==> config.mk <==
export PLATFORM = sky130hd
export DESIGN_NAME = wb_dst_pipe_flat
export DESIGN_NICKNAME = d
export VERILOG_FILES = /design/src/rtl/wb_dst_pipe_if.sv /design/src/rtl/wb_dst_pipe.sv /design/src/flat_wrapper.sv
export SDC_FILE = /design/constraint.sdc
export NUM_CORES = 1
export LEC_CHECK = 0
export CAP_MARGIN = 15
export CORE_MARGIN = 2
export CORE_UTILIZATION = 30
export CTS_CLUSTER_SIZE = 12
export DETAILED_ROUTE_END_ITERATION = 8
export GPL_TIMING_DRIVEN = 0
export PLACE_DENSITY_LB_ADDON = 0.08
export SYNTH_ARGS = -nofsm -noshare
export SYNTH_HDL_FRONTEND = slang
export SYNTH_SLANG_ARGS = --single-unit
==> constraint.sdc <==
create_clock -name clk -period 2.6 [get_ports clk]
set_input_delay 0.65 -clock clk [delete_from_list [all_inputs] [get_ports clk]]
set_output_delay 0.65 -clock clk [all_outputs]
set_load 0.005 [all_outputs]
==> src/rtl/wb_dst_pipe_if.sv <==
// Bundle between the decode-stage logic and the write-destination pipeline.
// The two counter outputs exist only when WB_COUNT_EN is defined.
interface wb_dst_pipe_if #(
  parameter int AW = 5
);
  logic          D_valid;
  logic [5:0]    D_op;
  logic [AW-1:0] D_rt;
  logic [AW-1:0] D_rd;
  logic [AW-1:0] D_srcA;
  logic [AW-1:0] D_srcB;
  logic          stall_in;
  logic          flush_E;
  logic          ld_stall;
  logic [AW-1:0] E_dst;
  logic [AW-1:0] M_dst;
  logic [AW-1:0] W_dst;
  logic          E_wen;
  logic          M_wen;
  logic          W_wen;
  logic          rf_we;
  logic [AW-1:0] rf_waddr;
`ifdef WB_COUNT_EN
  logic [31:0]   wb_count;
  logic [31:0]   bubble_count;
`endif

  // Decode-stage side: supplies the instruction fields and pipeline controls.
  modport master (
    output D_valid, D_op, D_rt, D_rd, D_srcA, D_srcB, stall_in, flush_E,
    input  ld_stall, E_dst, M_dst, W_dst, E_wen, M_wen, W_wen, rf_we, rf_waddr
`ifdef WB_COUNT_EN
    , input wb_count, bubble_count
`endif
  );

  // Pipeline side: consumes the fields and reports stage destinations.
  modport slave (
    input  D_valid, D_op, D_rt, D_rd, D_srcA, D_srcB, stall_in, flush_E,
    output ld_stall, E_dst, M_dst, W_dst, E_wen, M_wen, W_wen, rf_we, rf_waddr
`ifdef WB_COUNT_EN
    , output wb_count, bubble_count
`endif
  );
endinterface

==> src/rtl/wb_dst_pipe.sv <==
// Destination-register pipeline: decodes the write target of the D-stage
// instruction, carries it through E/M/W and drives the register-file write
// port at W. Also raises the load-use stall against the D-stage sources.
// Optional macro WB_COUNT_EN adds write-back and bubble counters.
module wb_dst_pipe #(
  parameter int RA_REG = 31,
  parameter int AW     = 5
) (
  input  logic          clk,
  input  logic          rst_n,
  wb_dst_pipe_if.slave  bus
);

  localparam logic [5:0] OP_RTYPE = 6'b000000;
  localparam logic [5:0] OP_JAL   = 6'b000011;
  localparam logic [5:0] OP_ADDI  = 6'b001000;
  localparam logic [5:0] OP_ADDIU = 6'b001001;
  localparam logic [5:0] OP_SLTI  = 6'b001010;
  localparam logic [5:0] OP_ANDI  = 6'b001100;
  localparam logic [5:0] OP_ORI   = 6'b001101;
  localparam logic [5:0] OP_LUI   = 6'b001111;
  localparam logic [5:0] OP_LW    = 6'b100011;

  // E carries the load flag for hazard detection; M and W only need the write.
  typedef struct packed {
    logic          wen;
    logic          load;
    logic [AW-1:0] dst;
  } e_stage_t;

  typedef struct packed {
    logic          wen;
    logic [AW-1:0] dst;
  } wb_stage_t;

  logic [AW-1:0] dst_raw;
  logic          load_raw;
  e_stage_t      d_dec;
  e_stage_t      e_q;
  wb_stage_t     m_q;
  wb_stage_t     w_q;
  logic          bubble;

  // Opcode to destination-register selection.
  always_comb begin
    // NOTE: defaults before the case cover every path, so no latch is inferred.
    dst_raw  = '0;
    load_raw = 1'b0;
    case (bus.D_op)
      OP_RTYPE: dst_raw = bus.D_rd;
      OP_LW: begin
        dst_raw  = bus.D_rt;
        load_raw = 1'b1;
      end
      OP_ADDI, OP_ADDIU, OP_SLTI, OP_ANDI, OP_ORI, OP_LUI: dst_raw = bus.D_rt;
      OP_JAL:  dst_raw = AW'(RA_REG);
      default: ;
    endcase
  end

  // A write to $0 or from an empty slot is dropped here so it never travels.
  always_comb begin
    d_dec.wen  = bus.D_valid & (dst_raw != '0);
    d_dec.dst  = d_dec.wen ? dst_raw : '0;
    d_dec.load = d_dec.wen & load_raw;
  end

  assign bus.ld_stall = bus.D_valid & e_q.load & e_q.wen &
                        ((e_q.dst == bus.D_srcA) | (e_q.dst == bus.D_srcB));

  // Any stall source inserts one bubble; coincident sources do not stack.
  assign bubble = bus.stall_in | bus.flush_E | bus.ld_stall;

  // Stage registers: E takes D or a bubble, M and W always advance.
  always_ff @(posedge clk or negedge rst_n) begin
    if (!rst_n) begin
      e_q <= '0;
      m_q <= '0;
      w_q <= '0;
    end else begin
      // NOTE: non-blocking updates let M and W read the previous E and M values.
      e_q <= bubble ? e_stage_t'('0) : d_dec;
      m_q <= '{wen: e_q.wen, dst: e_q.dst};
      w_q <= m_q;
    end
  end

  assign bus.E_dst    = e_q.dst;
  assign bus.E_wen    = e_q.wen;
  assign bus.M_dst    = m_q.dst;
  assign bus.M_wen    = m_q.wen;
  assign bus.W_dst    = w_q.dst;
  assign bus.W_wen    = w_q.wen;
  assign bus.rf_we    = w_q.wen;
  assign bus.rf_waddr = w_q.dst;

`ifdef WB_COUNT_EN
  logic [31:0] wb_count_q;
  logic [31:0] bubble_count_q;

  // Count retired writes and inserted bubbles; both wrap naturally.
  always_ff @(posedge clk or negedge rst_n) begin
    if (!rst_n) begin
      wb_count_q     <= '0;
      bubble_count_q <= '0;
    end else begin
      if (w_q.wen) wb_count_q     <= wb_count_q + 32'd1;
      if (bubble)  bubble_count_q <= bubble_count_q + 32'd1;
    end
  end

  assign bus.wb_count     = wb_count_q;
  assign bus.bubble_count = bubble_count_q;
`endif

endmodule
==> src/flat_wrapper.sv <==
// flat-port wrapper written by rule: the top's interface ports become plain ports
module wb_dst_pipe_flat 
#(
  parameter int RA_REG = 31,
  parameter int AW     = 5
)
  (clk, rst_n, bus_D_valid, bus_D_op, bus_D_rt, bus_D_rd, bus_D_srcA, bus_D_srcB, bus_stall_in, bus_flush_E, bus_ld_stall, bus_E_dst, bus_M_dst, bus_W_dst, bus_E_wen, bus_M_wen, bus_W_wen, bus_rf_we, bus_rf_waddr);
  wb_dst_pipe_if #(.AW(AW)) bus_i ();
  input  logic clk;
  input  logic rst_n;
  input wire logic [$bits(bus_i.D_valid)-1:0] bus_D_valid;
  input wire logic [$bits(bus_i.D_op)-1:0] bus_D_op;
  input wire logic [$bits(bus_i.D_rt)-1:0] bus_D_rt;
  input wire logic [$bits(bus_i.D_rd)-1:0] bus_D_rd;
  input wire logic [$bits(bus_i.D_srcA)-1:0] bus_D_srcA;
  input wire logic [$bits(bus_i.D_srcB)-1:0] bus_D_srcB;
  input wire logic [$bits(bus_i.stall_in)-1:0] bus_stall_in;
  input wire logic [$bits(bus_i.flush_E)-1:0] bus_flush_E;
  output wire logic [$bits(bus_i.ld_stall)-1:0] bus_ld_stall;
  output wire logic [$bits(bus_i.E_dst)-1:0] bus_E_dst;
  output wire logic [$bits(bus_i.M_dst)-1:0] bus_M_dst;
  output wire logic [$bits(bus_i.W_dst)-1:0] bus_W_dst;
  output wire logic [$bits(bus_i.E_wen)-1:0] bus_E_wen;
  output wire logic [$bits(bus_i.M_wen)-1:0] bus_M_wen;
  output wire logic [$bits(bus_i.W_wen)-1:0] bus_W_wen;
  output wire logic [$bits(bus_i.rf_we)-1:0] bus_rf_we;
  output wire logic [$bits(bus_i.rf_waddr)-1:0] bus_rf_waddr;
  assign bus_i.D_valid = bus_D_valid;
  assign bus_i.D_op = bus_D_op;
  assign bus_i.D_rt = bus_D_rt;
  assign bus_i.D_rd = bus_D_rd;
  assign bus_i.D_srcA = bus_D_srcA;
  assign bus_i.D_srcB = bus_D_srcB;
  assign bus_i.stall_in = bus_stall_in;
  assign bus_i.flush_E = bus_flush_E;
  assign bus_ld_stall = bus_i.ld_stall;
  assign bus_E_dst = bus_i.E_dst;
  assign bus_M_dst = bus_i.M_dst;
  assign bus_W_dst = bus_i.W_dst;
  assign bus_E_wen = bus_i.E_wen;
  assign bus_M_wen = bus_i.M_wen;
  assign bus_W_wen = bus_i.W_wen;
  assign bus_rf_we = bus_i.rf_we;
  assign bus_rf_waddr = bus_i.rf_waddr;
  wb_dst_pipe #(.RA_REG(RA_REG), .AW(AW)) u_core (.clk(clk), .rst_n(rst_n), .bus(bus_i));
endmodule
==> impl_metrics.json <==
{
  "final_hold_viol_count": 0,
  "clock_latency_ns": 0.28,
  "die_width_um": 59.0,
  "postRouteAntennaNets": 0,
  "routed_via_density": 4.76,
  "clkTransAtPathRegs_ns": 0.10,
  "synth_cell_types": 27,
  "critPathLaunchType": "input pin",
  "ys_seq_area_share_pct": 52.5,
  "setup_viol": 0,
  "syn_inst": 78,
  "use_met1_pct": 13.4,
  "synth_nets": 109,
  "p_leak_nw": 0.634,
  "post_cts_buffers": 0,
  "core.rowCount": 19,
  "min_path_type": "reg -> reg",
  "ys_ff_latch": 19,
  "dp_slack_ns": -0.347,
  "final_cells": 168,
  "cap_violations": 0,
  "die_h_um": 59.0,
  "rsz0062_at_grt": "false",
  "use_met2_pct": 22.7,
  "arrival_ns": 1.86,
  "cts_max_level": 1,
  "drtIter0Drc": 14,
  "syn_avg_cell_area_um2": 11.6,
  "hpwl_um": 1690,
  "layout_setup_ws_ns": 0.0886,
  "synth_warnings": 0,
  "grt_max_degree": 20,
  "placed_cells": 164,
  "critPathMaxFanout": 2,
  "netlist_area_um2": 906,
  "cts_buffers": 3,
  "finalCriticalPeriod_ns": 2.51,
  "fp.coreArea_um2": 2810,
  "violations": "DRC",
  "diodes": 0,
  "cts_hold_buffers": 0,
  "status": "finished, violations left",
  "fmax_mhz": 398,
  "critical_path.slowest_cell": "clkdlybuf4s50_1",
  "power_density_nw_per_um2": 351,
  "ff2ff_setup_slack_ns": 1.07,
  "cts_buffer_depth": 2,
  "drt-total-wl_um": 1970,
  "pin_count": 56,
  "slowest_delay_ns": 0.49,
  "cts_resized": 7,
  "grt_pass1_vias": 805,
  "hold_path_depth": 0,
  "grt_pass1_wl_um": 3260,
  "min_to": "u_core.bus.W_dst[2]",
  "vdd_drop_max_v": 0.000169,
  "initial_core_util_pct": 32.3,
  "r2r-end": "u_core.e_q[5]",
  "antenna_found_initial": 0,
  "groute.usage.overall_pct": 12.3,
  "gp_congestion": 0.703,
  "cp_cell_sequence": "clkdlybuf4s50_1, nand3_2, nor4_2, nand3_1, o21ai_1, buf_2",
  "whs_ns": 0.382,
  "area_growth_syn_to_layout_pct": 68.6,
  "critPathCaptureType": "primary output",
  "synth_top_area_share_pct": 52.5,
  "drive_gt1_share_pct": 17.5,
  "r2r_cells": 5,
  "met3_usage_pct": 1.76,
  "timing.final.crit_share_pct": 96.6,
  "r2r_start": "u_core.bus.E_dst[2]",
  "min_from": "u_core.bus.M_dst[2]",
  "busiest_layer": "met2",
  "cts-root-buf": "clkbuf_4",
  "utilization_pct": 54.5,
  "worst_pin_slew_ns": 0.828,
  "dr.pass1.iters": 5,
  "die_area_um2": 3480,
  "skew_ns": 0.00173,
  "slew_headroom_pct": 44.6,
  "critPathKind": "in -> out",
  "wire_per_inst_um": 11.8,
  "cts_tree": "built",
  "io_buffers": 55,
  "vias": 800,
  "drc_errors": 5,
  "nFillCells": 280,
  "yosysTopAreaCell": "dfrtp_1",
  "clock-sinks": 19,
  "gr-total-overflow": 0,
  "synth_area_leaders": "dfrtp_1, buf_4, xnor2_1",
  "critPathRequiredTime_ns": 1.95,
  "finalMaxSlewViolations": 0,
  "fin_nets": 169
}
[cells in the mapped netlist]
cell and number:
a221oi_1 4, buf_6 1, nand2_1 1, a21oi_2 1, nand2b_1 1, o21ai_4 1, nand4_1 1, or4_1 2
a2111oi_2 1, xnor2_1 7, and3_1 1, o21a_1 1, or2b_1 1, and3b_2 1, nor4_1 1, and4_2 1
dfrtp_1 19, xor2_1 3, o211ai_1 1, nor3b_1 1, nor2_2 1, a21oi_1 3, nand3_1 4, o21ai_0 2
nor2_1 6, a31oi_1 1, buf_4 11
[power by group]
part | total (mW) | switching, mW | internal (mW)
registers | 0.300 | 0.00213 | 0.298
clock network | 0.142 | 0.0826 | 0.0595
logic | 0.0940 | 0.0329 | 0.0612
total | 0.537 | 0.118 | 0.419
[worst max-delay path by stage]
| stage | slack, ns | endpoint | depth (start not counted) | startpoint |
|---|---|---|---|---|
| floorplan | 0.71 | bus_ld_stall | 4 | bus_D_srcB[4] |
| detailed placement | -0.35 | bus_ld_stall | 6 | bus_D_srcB[2] |
| global placement | -0.35 | bus_ld_stall | 6 | bus_D_srcB[4] |
| CTS | 0.07 | bus_ld_stall | 6 | bus_D_valid |
| global route | 0.005 | bus_ld_stall | 6 | bus_D_valid |
| finish | 0.09 | bus_ld_stall | 6 | bus_D_valid |
[layout by cell type, fill, tap and decap left out, types with 3 or more instances in the layout]
master / count
clkdlybuf4s50_1: 54
dfrtp_1: 19
buf_4: 11
xnor2_1: 7
nor2_1: 6
a221oi_1: 4
xor2_1: 3
nand3_1: 3
a21oi_1: 3
clkbuf_4: 3
[per-layer routing]
metal | wire length (um) | vias to the layer above
met5 | 0 | -
met4 | 27 | 0
met3 | 155 | 2
met2 | 1050 | 35
met1 | 736 | 373
li1 | - | 390
[registers in the layout (all words and copies together), names as in the netlist]
register,flops
u_core.bus.E_dst,5
u_core.bus.M_dst,5
u_core.bus.W_dst,5
u_core.bus.E_wen,1
u_core.bus.M_wen,1
u_core.bus.W_wen,1
u_core.e_q,1
[worst max-delay path, delay by kind of cell]
kind	cells	cell delay [ns]
and+or+nand+nor	3	0.50
buffers and inverters	2	0.62
AOI/OAI and AO/OA	1	0.09
[layout make-up]
type	count	area, um2	area share [%]
Clock buffer	4	26.3	1.72
Tap cell	31	38.8	2.54
Buffer	12	93.8	6.14
Timing Repair Buffer	55	546	35.7
Multi-Input combinational cell	47	348	22.8
Sequential cell	19	475	31.1
[cell families after synthesis]
logic type,synth area share [%]
buffers and inverters,10.4
XOR/XNOR,9.67
flip-flops,52.5
AO/OA/AOI/OAI,13.4
AND/OR/NAND/NOR,14.1
[metrics by stage]
step                      cell area, um2  TNS, ns  total power [mW]
after floorplan                      906        0             0.332
final                               1530        0             0.537
after global routing                1530        0             0.567
after CTS                           1530        0             0.546
after global placement              1500   -0.351             0.399
after detailed placement            1500   -0.347             0.401
No activity file was read; power rests on OpenSTA's default activity.
